**config.mk**
```make
export PLATFORM = sky130hd
export DESIGN_NAME = pit_config_arbiter
export DESIGN_NICKNAME = d
export VERILOG_FILES = /design/src/rtl/pit_config_arbiter.sv
export SDC_FILE = /design/constraint.sdc
export NUM_CORES = 1
export LEC_CHECK = 0
export CORE_MARGIN = 2
export CORE_UTILIZATION = 25
export CTS_BUF_LIST = sky130_fd_sc_hd__clkbuf_4 sky130_fd_sc_hd__clkbuf_8
export CTS_CLUSTER_DIAMETER = 120
export DETAILED_ROUTE_END_ITERATION = 7
export PLACE_DENSITY = 0.58
export REMOVE_ABC_BUFFERS = 1
export SLEW_MARGIN = 20
export SYNTH_ARGS = -nofsm -noshare
export SYNTH_HDL_FRONTEND = slang
export SYNTH_SLANG_ARGS = --single-unit
```
**constraint.sdc**
```tcl
create_clock -name clk -period 1.89 [get_ports clk]
set_input_delay 0.378 -clock clk [delete_from_list [all_inputs] [get_ports clk]]
set_output_delay 0.378 -clock clk [all_outputs]
set_load 0.05 [all_outputs]
```
**src/rtl/pit_config_arbiter.sv**
```systemverilog
// Round-robin owner of the PIT config port: grants one requester, writes cfg/count-hi/count-lo, then pulses done.
// Latency: strobes 1..3 cycles after grant, done at +4; other requests wait (busy) until the FSM returns to IDLE.
module pit_config_arbiter #(
  parameter int NUM_REQ = 4
) (
  input  logic                  clk,
  input  logic                  rst_n,
  input  logic [NUM_REQ-1:0]    req,
  input  logic [8*NUM_REQ-1:0]  cfg_byte,
  input  logic [16*NUM_REQ-1:0] count,
  output logic [NUM_REQ-1:0]    done,
  output logic                  busy,
  output logic                  pit_we,
  output logic [1:0]            pit_addr,
  output logic [7:0]            pit_data,
  input  logic                  pit_irq,
  output logic [NUM_REQ-1:0]    irq_out,
  output logic [1:0]            owner,
  output logic                  owner_valid
);

  localparam int IW = (NUM_REQ > 2) ? 2 : 1;

  typedef enum logic [2:0] {IDLE, WR_CFG, WR_HI, WR_LO, DONE} state_t;

  state_t      state, state_nxt;
  logic [1:0]  last;
  logic [1:0]  gnt_idx;
  logic [1:0]  win;
  logic        found;
  logic [IW-1:0] cand;
  logic [7:0]  hold_cfg;
  logic [15:0] hold_cnt;

  always_ff @(posedge clk or negedge rst_n) begin
    if (!rst_n) state <= IDLE;
    else        state <= state_nxt;
  end

  // Scan starts one past the last completed owner so every requester gets a turn.
  always_comb begin
    state_nxt = state;
    win       = 2'b00;
    found     = 1'b0;
    cand      = '0;
    case (state)
      IDLE: begin
        for (int k = 1; k <= NUM_REQ; k++) begin
          cand = IW'((int'(last) + k) % NUM_REQ);
          if (!found && req[cand]) begin
            found = 1'b1;
            win   = 2'(cand);
          end
        end
        if (found) state_nxt = WR_CFG;
      end
      WR_CFG:  state_nxt = WR_HI;
      WR_HI:   state_nxt = WR_LO;
      WR_LO:   state_nxt = DONE;
      DONE:    state_nxt = IDLE;
      default: state_nxt = IDLE;
    endcase
  end

  always_ff @(posedge clk or negedge rst_n) begin
    if (!rst_n) begin
      busy        <= 1'b0;
      pit_we      <= 1'b0;
      pit_addr    <= 2'b00;
      pit_data    <= 8'h00;
      done        <= '0;
      owner       <= 2'b00;
      owner_valid <= 1'b0;
      last        <= 2'(NUM_REQ - 1);
      gnt_idx     <= 2'b00;
      hold_cfg    <= 8'h00;
      hold_cnt    <= 16'h0000;
    end else begin
      busy     <= (state_nxt != IDLE);
      pit_we   <= 1'b0;
      pit_addr <= 2'b00;
      pit_data <= 8'h00;
      done     <= '0;
      case (state)
        IDLE: begin
          // Setup data is frozen here; later input changes cannot corrupt the sequence.
          if (found) begin
            gnt_idx  <= win;
            hold_cfg <= cfg_byte[8*win +: 8];
            hold_cnt <= count[16*win +: 16];
          end
        end
        WR_CFG: begin
          pit_we   <= 1'b1;
          pit_addr <= 2'b00;
          pit_data <= hold_cfg;
        end
        WR_HI: begin
          pit_we   <= 1'b1;
          pit_addr <= 2'b01;
          pit_data <= hold_cnt[15:8];
        end
        WR_LO: begin
          pit_we   <= 1'b1;
          pit_addr <= 2'b10;
          pit_data <= hold_cnt[7:0];
        end
        DONE: begin
          done        <= {{(NUM_REQ-1){1'b0}}, 1'b1} << gnt_idx;
          owner       <= gnt_idx;
          owner_valid <= 1'b1;
          last        <= gnt_idx;
        end
        default: ;
      endcase
    end
  end

  always_comb begin
    irq_out = '0;
    for (int i = 0; i < NUM_REQ; i++)
      irq_out[i] = pit_irq & owner_valid & (owner == 2'(i));
  end

endmodule
```
==> results.md <==
- Seq cells post-synth: 50
- Slowest-stage cell, CP: clkdlybuf4s50_1
- Commonest non-fill, non-tap cell in the layout: clkdlybuf4s50_1
- Via-to-Cell Ratio: 4.91
- GR peak layer: met2
- Setup CP Type: in -> reg
- Slew HR: 49.9%
- Final WL: 9300 um
- WP data required: approximately 2.1 ns
- Critical path arrival: between 2 and 2.5 ns
- Setup Skew: 0.00644 ns
- DR WL/cell: about 16 um
- All-layer global routing usage: around 14%
- Delay-heaviest family, CP: buffers and inverters
- Count of cell types in the netlist: 39
- Final setup fails: 0
- Die height: around 110 um
- Switch Pwr: 2.78 mW
- TritonRoute pass-1 iters: 4
- Peak VDD IR: about 0.9 mV
- Core Rows: 39
- Nets@finish: 532
- Port Buffer Count: 125
- Post-route ant nets: 0
- CTS Buf Count: 5
- Startpoint types: primary input
- Vias in the first global route: between 2000 and 3000
- Most frequent cells in the layout: clkdlybuf4s50_1, dfrtp_1, nand2_1, buf_4, mux2i_1
- Hold Vio Cnt, Final: 0
- Fmax: between 0.5 and 0.6 GHz
- Gpl congestion: approximately 0.78
- GR Util met1: between 15 and 20%
- Leakage: approximately 2 nW
- Mapped Area: 0.00295 sq mm
- Unrepaired setup endpoints after global routing: yes
- Iteration-0 DRC Markers: 67
- Critical path endpoint category: flop
- Switching share of power: 43.5%
- Syn Inst Count: between 200 and 300
- Area Growth Syn to Fin: 57.3%
- Worst r2r src: last[0]$_DFFE_PN1P_
- Crit path cell chain: clkdlybuf4s50_1, nand2b_1, nand3_2, a22oi_2, buf_4, buf_12, mux2i_1, o211ai_1
- CP max FO: 10
- Status: complete, no violations
- I/O pin cnt: approximately 130
- Initial antenna violation count: 0
- Fillers: 1126
- Clock buffer depth: 2
- CP peak stage delay: approximately 0.52 ns
- Post-synthesis sequential area ratio: ~43%
- Final instance area: ~0.0046 sq mm
- Full die area: 0.0127 sq mm
- Hold WS: about 0.44 ns
- WP buf/inv: 3
- Min cycle time layout: approximately 1.9 ns
- Register Area: 0.00125 sq mm
- DP Area: roughly 0.0045 sq mm
- Syn Area/Cell: a little under 10 sq um
- Pwr Density: 1380 mW/mm^2
- Synth top area cells: dfrtp_1, mux2i_1, o211ai_1
- Gr ovfl total: 0
- DP HPWL: 6910 um
- Total of max-cap violations: 0
- First-pass GRT wire length: ~14000 um
- Met2 Track Usage GR: between 20% and 30%
- Die width: approximately 110 um
- Ant. Diodes: 0
- Met3 Track Usage GR: 3.02%
- Remaining DRCs: 0
- Fraction of layout cells with a size suffix above 1: 17.0%
- Fin crit share: around 98%
- Hold Path Class: in -> async
- Post-synth top area cell: dfrtp_1
- Clock Power Share: 10.2%
- Share of power burned in registers: 28.7%
- CTS tree: done
- Starting Density: between 20% and 30%
- Final Max Slew Viols: 0
- Setup crit start: req[0]
- Clk root buf: clkbuf_8
- Combinational power share: between 60 and 70%
- Core Box Area: roughly 0.011 sq mm
- Clock transition at path regs: 0.09 ns
- Clk_lat worst skew: 0.30 ns
- Clock Sinks: 50
- CTS H-tree depth: 2
- Share of the synthesized area in the top cell type: between 40% and 50%
- Slew @ Worst Pin: 0.750 ns
- Multi-input combinational cell area: roughly 0.0015 sq mm
- P_int: between 3 and 4 mW
- Yosys warns: 0
- Via count: 2815
- Largest net degree at the start of global routing: 32
-- power groups by stage --
| stage | clock, mW | sequential (mW) | combinational, mW |
|---|---|---|---|
| detailed placement | 0 | 1.86 | 3.86 |
| global placement | 0 | 1.84 | 3.78 |
| finish | 0.650 | 1.83 | 3.91 |
| floorplan | 0 | 2.30 | 1.81 |
| global route | 0.719 | 1.89 | 4.22 |
| CTS | 0.675 | 1.84 | 3.87 |
-- per-layer routing --
layer,part of all wire [%],up-vias,wire length (um)
li1,-,1368,-
met1,43,1312,3990
met2,49,120,4550
met3,6.5,15,600
met4,1.7,0,159
met5,0,-,0
-- flip-flops by register name, indices dropped and copies added (netlist names) --
signal,flops
gnt_idx,2
hold_cfg,8
hold_cnt,16
state,3
last,2
done,4
pit_we,1
pit_addr,2
owner,2
pit_data,8
owner_valid,1
busy,1
-- cell type report --
type	count	area share [%]
Tap cell	143	3.86
Sequential cell	50	27.0
Clock buffer	6	1.78
Multi-Input combinational cell	206	31.8
Timing Repair Buffer	150	33.9
Clock inverter	2	0.270
Inverter	16	1.30
-- per-stage QoR --
step	worst slack (ns)	setup TNS, ns	utilization [%]	std cells	total power, mW
after CTS	0.0331	0	40.1	571	6.38
after global placement	-0.260	-5.03	39.2	562	5.62
after floorplan	-0.883	-22.46	-	272	4.11
final	0.0351	0	40.4	573	6.39
after detailed placement	-0.298	-6.27	39.2	562	5.72
after global routing	-0.0332	-0.0908	40.4	573	6.84
-- synthesized netlist by cell type (all sizes together) --
cell / instances
o21ai: 19
nand2b: 7
o41ai: 1
and2: 1
mux2: 8
or2: 1
nand2: 27
a21bo: 1
nor3b: 2
a32oi: 9
and3b: 2
a21o: 2
nand3: 12
and4: 15
dfstp: 2
o2111a: 1
a22oi: 9
o211ai: 26
clkbuf: 9
xnor2: 1
nand3b: 1
nor2b: 1
nor3: 4
a31oi: 15
mux2i: 24
and3: 2
nor2: 15
buf: 17
inv: 16
dfrtp: 48
-- kinds of logic after synthesis --
| group | share of synthesized area [%] |
|---|---|
| simple gates | 17.1 |
| compound gates | 20.8 |
| flops | 42.5 |
| buf+inv | 8.02 |
| mux | 11.2 |
| xor+xnor | 0.297 |
-- path summary, 6_finish.rpt --
check	endpoint	slack, ns	depth (start not counted)
hold / removal	owner[1]$_DFFE_PN0P_	0.44	2
setup reg to reg	hold_cnt[12]$_DFFE_PN0P_	0.06	7
hold reg to reg	hold_cnt[5]$_DFFE_PN0P_	0.49	2
max in group asynchronous	hold_cnt[14]$_DFFE_PN0P_	0.86	3
setup / recovery	hold_cnt[12]$_DFFE_PN0P_	0.04	8
min in group clk	hold_cnt[5]$_DFFE_PN0P_	0.49	2
-- repair_timing --
action	CTS	global route
resized for setup	0	1
endpoints found under the setup margin	0	5
hold buffers	1	0
buffers inserted	0	1
hold endpoints to repair	4	0
No activity file was read; power rests on OpenSTA's default activity.
